[config.mk]
export PLATFORM = sky130hd
export DESIGN_NAME = wt_dcache_rd_miss_unit
export DESIGN_NICKNAME = d
export VERILOG_FILES = /design/src/rtl/wt_dcache_rd_miss_unit.sv
export SDC_FILE = /design/constraint.sdc
export NUM_CORES = 1
export LEC_CHECK = 0
export BUFFER_PORTS_ARGS = -buffer_cell sky130_fd_sc_hd__clkbuf_2
export CAP_MARGIN = 20
export CORE_AREA = 5 5 219 221
export DETAILED_ROUTE_END_ITERATION = 8
export DIE_AREA = 0 0 224 226
export GPL_TIMING_DRIVEN = 0
export PLACE_DENSITY = 0.35
export RECOVER_POWER = 100
export SLEW_MARGIN = 20
export SYNTH_ARGS = -nofsm -noshare
export SYNTH_HDL_FRONTEND = slang
export SYNTH_SLANG_ARGS = --single-unit
[constraint.sdc]
create_clock -name clk_i -period 2.25 [get_ports clk_i]
set_clock_uncertainty 0.15 [all_clocks]
set_input_delay 0.45 -clock clk_i [delete_from_list [all_inputs] [get_ports clk_i]]
set_output_delay 0.45 -clock clk_i [all_outputs]
set_load 0.1 [all_outputs]
[src/rtl/wt_dcache_rd_miss_unit.sv]
// -----------------------------------------------------------------------------
// wt_dcache_rd_miss_unit
//
// Purpose:
//   Serves one read miss at a time for the write-through dcache. It accepts a
//   miss from the read controller, or asks it to replay when a pending store
//   targets the same index. It picks a victim way and issues the memory read.
//   On the matching return it pulses miss_rtrn_vld_o with the requested 64-bit
//   word and, for cacheable misses, writes the refill line into the cache.
//
// Ports:
//   clk_i, rst_i          clock, synchronous active-high reset
//   miss_*_i / miss_*_o   read-controller miss handshake (ack/replay pulses),
//                         request fields and the miss-return word
//   wr_pend_vld_i/idx_i   outstanding store on the write path (collision check)
//   mem_*_o / mem_ack_i   memory request, held until acknowledged
//   mem_rtrn_*_i          memory return (ID-filtered)
//   wr_cl_*_o             refill write into the tag/data arrays
//
// Optional feature (macro WT_DCACHE_RD_MISS_PERF_EN):
//   Adds perf_miss_cnt_o and perf_replay_cnt_o, saturating 32-bit counters of
//   accepted misses and replay pulses. Without the macro neither the ports nor
//   the counters exist.
// -----------------------------------------------------------------------------
module wt_dcache_rd_miss_unit #(
  parameter int unsigned             CacheIdWidth     = 2,
  parameter logic [CacheIdWidth-1:0] RdTxId           = CacheIdWidth'(1),
  parameter int unsigned             NumWays          = 4,
  parameter int unsigned             LineWidth        = 128,
  parameter int unsigned             SigWidth         = 14,
  parameter int unsigned             DcacheClIdxWidth = 8,
  parameter int unsigned             DcacheTagWidth   = 44
) (
  input  logic                        clk_i,
  input  logic                        rst_i,
  // read controller
  input  logic                        miss_req_i,
  output logic                        miss_ack_o,
  output logic                        miss_replay_o,
  input  logic [63:0]                 miss_paddr_i,
  input  logic                        miss_nc_i,
  input  logic [2:0]                  miss_size_i,
  input  logic [CacheIdWidth-1:0]     miss_id_i,
  input  logic [NumWays-1:0]          miss_vld_bits_i,
  input  logic [NumWays-1:0]          miss_ever_hit_i,
  input  logic [SigWidth-1:0]         miss_signature_i,
  output logic                        miss_rtrn_vld_o,
  output logic [63:0]                 miss_rtrn_data_o,
  // write path
  input  logic                        wr_pend_vld_i,
  input  logic [DcacheClIdxWidth-1:0] wr_pend_idx_i,
  // memory adapter
  output logic                        mem_req_o,
  input  logic                        mem_ack_i,
  output logic [63:0]                 mem_paddr_o,
  output logic [2:0]                  mem_size_o,
  output logic                        mem_nc_o,
  output logic [CacheIdWidth-1:0]     mem_id_o,
  input  logic                        mem_rtrn_vld_i,
  input  logic [CacheIdWidth-1:0]     mem_rtrn_id_i,
  input  logic [LineWidth-1:0]        mem_rtrn_data_i,
  // refill into the cache arrays
  output logic                        wr_cl_vld_o,
  output logic [NumWays-1:0]          wr_cl_way_o,
  output logic [DcacheClIdxWidth-1:0] wr_cl_idx_o,
  output logic [DcacheTagWidth-1:0]   wr_cl_tag_o,
  output logic [SigWidth-1:0]         wr_cl_sig_o,
  output logic [LineWidth-1:0]        wr_cl_data_o
`ifdef WT_DCACHE_RD_MISS_PERF_EN
  ,
  output logic [31:0]                 perf_miss_cnt_o,
  output logic [31:0]                 perf_replay_cnt_o
`endif
);

  localparam int unsigned OffWidth     = $clog2(LineWidth / 8);
  localparam int unsigned WordSelWidth = OffWidth - 3;
  localparam int unsigned PtrWidth     = $clog2(NumWays);
  localparam int unsigned TagLsb       = OffWidth + DcacheClIdxWidth;

  localparam logic [1:0] IDLE     = 2'd0;
  localparam logic [1:0] MEM_REQ  = 2'd1;
  localparam logic [1:0] MEM_WAIT = 2'd2;

  logic [1:0]          state_reg, state_next;
  logic [PtrWidth-1:0] rr_ptr_reg, rr_ptr_next;

  // request captured at ack time
  logic [63:0]         paddr_reg;
  logic                nc_reg;
  logic [2:0]          size_reg;
  logic [SigWidth-1:0] sig_reg;
  logic [NumWays-1:0]  way_reg;

  logic collide, ack, replay, rtrn_hit, refill;

  // The request ID carries no information for this unit: there is only one
  // read transaction ID and it is always used on the memory side.
  logic unused_id;
  assign unused_id = ^miss_id_i;

  // ---------------------------------------------------------------------------
  // Accept / replay decision
  // ---------------------------------------------------------------------------
  // A cacheable miss may not refill an index that a store is still writing,
  // otherwise the refill could overwrite freshly stored data. NC misses never
  // touch the arrays, so they are not held back.
  assign collide = !miss_nc_i && wr_pend_vld_i &&
                   (wr_pend_idx_i == miss_paddr_i[OffWidth +: DcacheClIdxWidth]);
  assign ack     = !rst_i && (state_reg == IDLE) && miss_req_i && !collide;
  assign replay  = !rst_i && (state_reg == IDLE) && miss_req_i &&  collide;

  assign miss_ack_o    = ack;
  assign miss_replay_o = replay;

  // ---------------------------------------------------------------------------
  // Victim selection: first invalid way, else first never-hit way, else the
  // round-robin way. x & -x isolates the lowest set bit of x.
  // ---------------------------------------------------------------------------
  logic [NumWays-1:0] inv_mask, nohit_mask, inv_oh, nohit_oh, rr_oh, victim_oh;
  logic               use_rr;

  assign inv_mask   = ~miss_vld_bits_i;
  assign nohit_mask = ~miss_ever_hit_i;
  assign inv_oh     = inv_mask   & (~inv_mask   + NumWays'(1));
  assign nohit_oh   = nohit_mask & (~nohit_mask + NumWays'(1));

  genvar gi;
  generate
    for (gi = 0; gi < NumWays; gi++) begin : g_rr_oh
      assign rr_oh[gi] = (rr_ptr_reg == PtrWidth'(gi));
    end
  endgenerate

  always_comb begin
    victim_oh = rr_oh;
    use_rr    = 1'b0;
    if (|inv_mask) begin
      victim_oh = inv_oh;
    end else if (|nohit_mask) begin
      victim_oh = nohit_oh;
    end else begin
      use_rr = 1'b1;
    end
  end

  // The pointer only moves when it actually chose a line to evict.
  always_comb begin
    rr_ptr_next = rr_ptr_reg;
    if (ack && use_rr && !miss_nc_i) begin
      rr_ptr_next = (rr_ptr_reg == PtrWidth'(NumWays - 1)) ? '0
                                                           : rr_ptr_reg + PtrWidth'(1);
    end
  end

  // ---------------------------------------------------------------------------
  // FSM
  // ---------------------------------------------------------------------------
  // A return in the same cycle as mem_ack_i is still in MEM_REQ and is dropped.
  assign rtrn_hit = !rst_i && (state_reg == MEM_WAIT) && mem_rtrn_vld_i &&
                    (mem_rtrn_id_i == RdTxId);
  assign refill   = rtrn_hit && !nc_reg;

  always_comb begin
    state_next = state_reg;
    case (state_reg)
      IDLE:     if (ack)       state_next = MEM_REQ;
      MEM_REQ:  if (mem_ack_i) state_next = MEM_WAIT;
      MEM_WAIT: if (rtrn_hit)  state_next = IDLE;
      default:                 state_next = IDLE;
    endcase
  end

  always_ff @(posedge clk_i) begin
    if (rst_i) begin
      state_reg  <= IDLE;
      rr_ptr_reg <= '0;
      paddr_reg  <= '0;
      nc_reg     <= 1'b0;
      size_reg   <= '0;
      sig_reg    <= '0;
      way_reg    <= '0;
    end else begin
      state_reg  <= state_next;
      rr_ptr_reg <= rr_ptr_next;
      if (ack) begin
        paddr_reg <= miss_paddr_i;
        nc_reg    <= miss_nc_i;
        size_reg  <= miss_size_i;
        sig_reg   <= miss_signature_i;
        way_reg   <= victim_oh;
      end
    end
  end

  // ---------------------------------------------------------------------------
  // Memory request: fields come from the captured registers, so they stay
  // stable for as long as mem_req_o is high. They read zero otherwise.
  // ---------------------------------------------------------------------------
  assign mem_req_o   = (state_reg == MEM_REQ);
  assign mem_paddr_o = !mem_req_o ? '0 :
                       nc_reg     ? paddr_reg :
                                    {paddr_reg[63:OffWidth], {OffWidth{1'b0}}};
  assign mem_size_o  = !mem_req_o ? 3'b000 : (nc_reg ? size_reg : 3'b111);
  assign mem_nc_o    = mem_req_o && nc_reg;
  assign mem_id_o    = mem_req_o ? RdTxId : '0;

  // ---------------------------------------------------------------------------
  // Return path: data outputs are zero outside their strobe.
  // ---------------------------------------------------------------------------
  logic [WordSelWidth-1:0] word_sel;
  assign word_sel = paddr_reg[3 +: WordSelWidth];

  assign miss_rtrn_vld_o  = rtrn_hit;
  assign miss_rtrn_data_o = rtrn_hit ? mem_rtrn_data_i[{word_sel, 6'd0} +: 64] : '0;

  assign wr_cl_vld_o  = refill;
  assign wr_cl_way_o  = refill ? way_reg : '0;
  assign wr_cl_idx_o  = refill ? paddr_reg[OffWidth +: DcacheClIdxWidth] : '0;
  assign wr_cl_tag_o  = refill ? paddr_reg[TagLsb +: DcacheTagWidth] : '0;
  assign wr_cl_sig_o  = refill ? sig_reg : '0;
  assign wr_cl_data_o = refill ? mem_rtrn_data_i : '0;

`ifdef WT_DCACHE_RD_MISS_PERF_EN
  // ---------------------------------------------------------------------------
  // Saturating event counters
  // ---------------------------------------------------------------------------
  logic [31:0] perf_miss_cnt_reg, perf_replay_cnt_reg;

  always_ff @(posedge clk_i) begin
    if (rst_i) begin
      perf_miss_cnt_reg   <= '0;
      perf_replay_cnt_reg <= '0;
    end else begin
      if (ack && (perf_miss_cnt_reg != '1)) begin
        perf_miss_cnt_reg <= perf_miss_cnt_reg + 32'd1;
      end
      if (replay && (perf_replay_cnt_reg != '1)) begin
        perf_replay_cnt_reg <= perf_replay_cnt_reg + 32'd1;
      end
    end
  end

  assign perf_miss_cnt_o   = perf_miss_cnt_reg;
  assign perf_replay_cnt_o = perf_replay_cnt_reg;
`endif

endmodule

==> results of run 1 <==
-- through the flow --
stage	TNS (ns)	total power (W)	util [%]	hold slack, ns	cell area (um^2)
2_1_floorplan	-26.35	0.00264	-	0.303	7800
5_1_grt	-131.54	0.00536	42.8	0.121	19700
6_report	-105.22	0.00512	42.8	0.124	19700
3_5_place_dp	-365.92	0.00311	24.8	0.326	11400
3_3_place_gp	-355.85	0.00310	24.8	0.315	11400
4_1_cts	-142.24	0.00508	39.6	0.105	18200
-- power by group --
group          switching, W  total, W  internal, W
clock              0.000735   0.00177      0.00104
sequential        0.0000962   0.00182      0.00172
combinational      0.000835   0.00153     0.000693
-- final cells by class --
class | instances | area share (%)
flip-flops and latches | 90 | 9.20
multi-input cells | 620 | 28.9
well taps | 607 | 3.86
plain buffers | 61 | 4.86
clock inverters | 4 | 0.375
repair buffers | 629 | 51.3
clock buffers | 12 | 1.30
inverters | 8 | 0.229
diodes | 1 | 0.0127
-- layer usage --
metal | wire length (um) | share of wire, %
met5 | 53 | 0.11
met4 | 1150 | 2.4
met3 | 3310 | 6.8
met2 | 25900 | 53
met1 | 18300 | 38
-- logic make-up after synthesis --
group	Yosys count	synth area share, %
muxes	152	24.9
xor gates and xnor gates	8	1.07
and+or+nand+nor	442	39.6
AOI/OAI and AO/OA	13	1.24
adders and majority gates	4	0.765
buffers and inverters	73	4.78
DFF	90	27.6
other	1	0.0574
-- cells in the mapped netlist, drive strengths merged, types with 2 or more instances --
library cell  instances  area, um^2
ha                    4        50.1
o21ai                 2        10.0
nand3                 6        30.0
clkbuf               47         176
nor2b                83         519
inv                   8        30.0
nor2                 73         277
and2                259        1620
mux2i                68         681
buf                  18         106
nor3                  2        10.0
a21oi                 7        35.0
xor2                  8        70.1
mux2                 84         946
nand4                 4        25.0
dfxtp                90        1800
nand2b                7        43.8
and3                  4        25.0
-- final timing paths --
kind | from | endpoint | slack [ns] | cells past startpoint
setup / recovery | state_reg[0]$_SDFFE_PP0P_ | wr_cl_data_o[95] | -0.47 | 8
hold / removal | miss_signature_i[9] | sig_reg[9]$_SDFFE_PP0P_ | 0.12 | 2
setup reg to reg | state_reg[1]$_SDFFE_PP0P_ | rr_ptr_reg[1]$_SDFFE_PP0P_ | -0.16 | 5
hold reg to reg | way_reg[2]$_SDFFE_PP0P_ | way_reg[2]$_SDFFE_PP0P_ | 0.33 | 2
-- repair_timing --
| item | 4_1_cts | 5_1_grt |
|---|---|---|
| pin swaps | 32 | 32 |
| cloned | 15 | 15 |
| resized for setup | 972 | 403 |
| setup buffers | 13 | 20 |
| setup endpoints to repair | 361 | 410 |
==> metrics.md, run 1 <==
| Metric | Value |
|---|---|
| Hold Crit Class | in2reg |
| Commonest non-fill, non-tap cell in the layout | clkbuf_16 |
| Root Driver | clkbuf_16 |
| IO buf count | ~570 |
| DR vias | 8164 |
| Clock Pin Slew Worst Setup and Hold Paths | 0.07 ns |
| Mapped Nets | roughly 1000 |
| WL final | 48700 um |
| Final Hold Viols | 0 |
| Worst-Margin Slew | 0.591 ns |
| Number of remaining DRC errors | 0 |
| Post-Synthesis Cell Area | 6540 um^2 |
| GR Overflow Total | 0 |
| Final #Nets | 1659 |
| Core area | roughly 46000 um^2 |
| YS warnings | 0 |
| GR Util met3 | 5.19% |
| CTS tree | built |
| Die Height | roughly 230 um |
| Post-DR vias/cell | 4.02 |
| Wire length of the first global-routing pass | about 65000 um |
| Max-Cap Viols | 0 |
| Slew margin rel. | 60.6% |
| CP Buf/Inv Count | 4 |
| Die area | 50600 um^2 |
| Crit path max-delay family | buffers and inverters |
| Number of flip-flops in the largest register | 64 |
| Post-Synthesis Cells | 783 |
| Placer's final routability congestion estimate | 0.951 |
| Met1 GRT Util | between 10% and 20% |
| ANT nets after route | 0 |
| Final std cells w/o fill | ~2000 |
| Met2 Track Usage GR | 32.5% |
| Worst EP arrival | 2.12 ns |
| Die width | 224 um |
| Fin crit share | 121% |
| RSZ-0062 raised after global routing | yes |
| Yosys cell types | 32 |
| Worst skew pair latency | 0.37 ns |
| Row Count | 79 |
| TritonRoute pass-1 iters | 6 |
| Minimum clock period | 2.72 ns |
| Sequential fraction of the synthesis area | between 20 and 30% |
| Crit path max fanout | 10 |
| CTS sink cnt | 90 |
| Initial DRC Count | 214 |
| Cells after DPL | roughly 2000 |
| Boundary pin count | about 570 |
| Crit end category | primary output |
| Most frequent cells in the layout | 307 x clkbuf_16, 258 x and2_4, 234 x clkbuf_2 |
| Gr usage total | 17.4% |
| CP cell instances | nor4b_4 -> nand3_2 -> nor2_4 -> buf_12 -> clkbuf_16 -> clkbuf_16 -> and2_4 -> clkbuf_16 |
| Critical Path RT | 1.65 ns |
| Initial antenna violation count | 5 |
| Setup-failing EPs final | 335 |
| CP max stage cell | dfxtp_4 |
| Ratio of cells with drive above 1 in the final layout | a little under 80% |
| Worst Setup Start Kind | register |
| Starting density of the core | 14.2% |
| Worst Setup Slack, final | -0.467 ns |
| Slowest stage delay, CP | 0.38 ns |
| Fmax | between 300 and 400 MHz |
| Largest net degree at the start of global routing | 16 |
| Pre-CTS WS | -1.51 ns |
| H-tree lvl count | 3 |
| Clk buf depth | 2 |
| # fillers | approximately 4200 |
| Routed WL per cell | 24.0 um |
| CP dominant cell by count | clkbuf_16 |
| Failing checks | setup timing |
| Worst vdd ir | 0.304 mV |
| Crit path kind | reg2out |
| #FFs+latches synth | 90 |
| GRT Max-Usage Layer | met2 |
| Cell Pwr Density | 260 nW/um^2 |
| Post-synth EDFFs | 0 |
| Leak | 8.47 nW |
| Area of the multi-input gates | 5670 um^2 |
| Status | finished, violations left |
| Post-synthesis async set-or-reset flop share | 0% |
| Synth-to-layout area growth | 201% |
| Hold_buf cts | 0 |
| Detailed Place HPWL | approximately 36000 um |
| Vias in the first global route | 8737 |
| Reg area | 1810 um^2 |
| Syn Area/Cell | 8.35 um^2 |
| Fin. max-slew vios | 0 |
| Main synth FF type | dfxtp_1 |
| CTS buffer count | 9 |
Power figures use the tool's default switching activity.
==> run 2: changes to the inputs <==
==> constraint.sdc (replaced) <==
create_clock -name clk_i -period 2.25 [get_ports clk_i]
set_clock_uncertainty 0.15 [all_clocks]
set_input_delay 0.45 -clock clk_i [delete_from_list [all_inputs] [get_ports clk_i]]
set_output_delay 0.45 -clock clk_i [all_outputs]
set_load 0.02 [all_outputs]
==> run 2 against run 1 <==
The flow still finishes with violations (setup timing). Die area unchanged. Maximum frequency up 1.2%. First-iteration DRC count up 7.5%. Critical endpoint is now wr_cl_data_o[75]. Non-clock buffer count down 52. Clock-buffer cell count unchanged. Largest cell class is now multi-input gates. Via count down 5.3%. Final cell count down 2.6%.
==> metrics.md, run 2 (synthesis gave the netlist of run 1 again) <==
| Metric | Value |
|---|---|
| Status | finished, violations left (unchanged) |
| Failing checks | setup timing (unchanged) |
| Final #Nets | 1607 (was 1659) |
| Gr usage total | 16.1% (was 17.4%) |
| Clk buf depth | 2 (unchanged) |
| Fmax | 372 MHz (was 368 MHz) |
| Post-Place Cell Area | 10300 um^2 (was 11400 um^2) |
| Number of remaining DRC errors | 0 (unchanged) |
| Initial DRC Count | 230 (was 214) |
| Row Count | 79 (unchanged) |
| Detailed Place HPWL | 36600 um (was 36100 um) |
| Critical Path RT | 1.65 ns (about the same) |
| WL final | 43300 um (was 48700 um) |
| CTS sink cnt | 90 (unchanged) |
| DR vias | 7735 (was 8164) |
| Worst skew pair latency | 0.37 ns (about the same) |
| # fillers | 5141 (was 4230) |
| Fin crit share | 119% (was 121%) |
| Leak | 5.98 nW (was 8.47 nW) |
| Crit path max fanout | 10 (unchanged) |
| Crit path kind | reg2out (unchanged) |
| CP Buf/Inv Count | 4 (unchanged) |
| Placer's final routability congestion estimate | 0.961 (was 0.951) |
| Die width | 224 um (unchanged) |
| Crit path max-delay family | simple AND/OR/NAND/NOR gates (was buffers and inverters) |
| Max-Cap Viols | 0 (unchanged) |
| Cell Pwr Density | 368 nW/um^2 (was 260 nW/um^2) |
| IO buf count | 569 (unchanged) |
| Boundary pin count | 573 (unchanged) |
| Root Driver | clkbuf_16 (unchanged) |
| Worst Setup Start Kind | register (unchanged) |
| TritonRoute pass-1 iters | 4 (was 6) |
| Antenna cells | 0 (was 1) |
| ANT nets after route | 0 (unchanged) |
| Die area | 50600 um^2 (unchanged) |
| Post-DR vias/cell | 3.91 (was 4.02) |
| Commonest non-fill, non-tap cell in the layout | clkbuf_2 (was clkbuf_16) |
| Setup-failing EPs final | 333 (was 335) |
| Minimum clock period | 2.69 ns (was 2.72 ns) |
| Initial antenna violation count | 6 (was 5) |
| Final Hold Viols | 0 (unchanged) |
| Synth-to-layout area growth | 80.3% (was 201%) |
| Crit end category | primary output (unchanged) |
| Largest net degree at the start of global routing | 20 (was 16) |
| Cells after DPL | 1959 (unchanged) |
| CP max stage cell | dfxtp_2 (was dfxtp_4) |
| CP cell instances | nor4b_4 -> nand3_2 -> nor2_4 -> buf_12 -> clkbuf_16 -> clkbuf_8 -> and2_2 -> clkbuf_4 (was nor4b_4 -> nand3_2 -> nor2_4 -> buf_12 -> clkbuf_16 -> clkbuf_16 -> and2_4 -> clkbuf_16) |
| Number of flip-flops in the largest register | 64 (unchanged) |
| Core area | 46000 um^2 (unchanged) |
| Fin. max-slew vios | 0 (unchanged) |
| Worst-Margin Slew | 0.738 ns (was 0.591 ns) |
| Clock Pin Slew Worst Setup and Hold Paths | 0.07 ns (about the same) |
| RSZ-0062 raised after global routing | yes (unchanged) |
| Worst Setup Slack, final | -0.436 ns (was -0.467 ns) |
| Hold Crit Class | in2reg (unchanged) |
| GR Overflow Total | 0 (unchanged) |
| Wire length of the first global-routing pass | 59600 um (was 65100 um) |
| Fin Setup TNS | -103.53 ns (was -105.22 ns) |
| Ratio of cells with drive above 1 in the final layout | 59.8% (was 77.6%) |
| Total power | 0.00434 W (was 0.00512 W) |
| Worst EP arrival | 2.09 ns (was 2.12 ns) |
| Starting density of the core | 14.2% (unchanged) |
| Hold_buf cts | 0 (unchanged) |
| Slew margin rel. | 50.8% (was 60.6%) |
| Final std cells w/o fill | 1979 (was 2032) |
| CTS buffer count | 9 (unchanged) |
| Die Height | 226 um (unchanged) |
| Vias in the first global route | 8124 (was 8737) |
| CTS tree | built (unchanged) |
| Worst vdd ir | 0.259 mV (was 0.304 mV) |
| Slowest stage delay, CP | 0.35 ns (was 0.38 ns) |
| Most frequent cells in the layout | 453 x clkbuf_2, 148 x and2_1, 102 x and2_2 (was 307 x clkbuf_16, 258 x and2_4, 234 x clkbuf_2) |
| H-tree lvl count | 3 (unchanged) |
| Routed WL per cell | 21.9 um (was 24.0 um) |
| Design area | 11800 um^2 (was 19700 um^2) |
## run 2: changes by cell type in the layout (fill, tap and decap cells not counted), sizes merged
cell	delta
buf	-97
bufinv	-1
clkbuf	+45
clkinv	+1
clkinvlp	-2
diode	-1
inv	+2
## run 2: where the power goes
group | internal (W) | switching, W | total (W)
Sequential | 0.00172 | 0.0000781 | 0.00180
Combinational | 0.000478 | 0.000479 | 0.000956
Clock | 0.000866 | 0.000720 | 0.00159
## run 2: through the flow
| stage | setup WS, ns | utilization, % | hold slack [ns] |
|---|---|---|---|
| 2_1_floorplan | -0.0118 | - | 0.298 |
| 3_3_place_gp | -1.34 | 22.4 | 0.313 |
| 3_5_place_dp | -1.38 | 22.4 | 0.315 |
| 4_1_cts | -0.549 | 25.6 | 0.0998 |
| 5_1_grt | -0.544 | 25.7 | 0.117 |
| 6_report | -0.436 | 25.7 | 0.134 |
## run 2: worst paths after layout
check	from	endpoint	slack, ns	depth (start not counted)
setup / recovery	state_reg[0]$_SDFFE_PP0P_	wr_cl_data_o[75]	-0.44	8
hold / removal	miss_paddr_i[59]	paddr_reg[59]$_SDFFE_PP0P_	0.13	2
setup reg to reg	state_reg[1]$_SDFFE_PP0P_	rr_ptr_reg[1]$_SDFFE_PP0P_	-0.18	5
hold reg to reg	way_reg[2]$_SDFFE_PP0P_	way_reg[2]$_SDFFE_PP0P_	0.32	2
## run 2: layer usage
layer / share of wire, % / vias up / GRT usage (%)
met3: 8.1 / 44 / 5.23
met5: 0.14 / - / 0
met1: 37 / 3664 / 17.3
met4: 2.8 / 10 / 5.73
met2: 52 / 343 / 29.7
li1: - / 3674 / -
## run 2: layout make-up
| class | count | area, um^2 | share of cell area (%) |
|---|---|---|---|
| multi-input combinational | 620 | 4610 | 39.1 |
| timing repair buffer | 575 | 3700 | 31.4 |
| sequential | 90 | 1800 | 15.3 |
| tap | 607 | 759 | 6.44 |
| buffer | 63 | 596 | 5.05 |
| clock buffer | 12 | 236 | 2.01 |
| clock inverter | 4 | 52.6 | 0.446 |
| inverter | 8 | 32.5 | 0.276 |
## run 2: worst reg2reg max path: stages, from the launching register on
cell     delay [ns]
dfxtp_2        0.34
or4b_4         0.56
buf_4          0.16
or4_1          0.54
a31oi_2        0.23
mux2_1         0.34
## run 2: what timing repair did
| item | 4_1_cts | 5_1_grt |
|---|---|---|
| gates resized for setup | 289 | 36 |
| hold endpoints to repair | 0 | 0 |
| pin swaps | 4 | 2 |
| gates cloned | 1 | 0 |
| endpoints found under the setup margin | 425 | 361 |
| setup buffers | 5 | 0 |
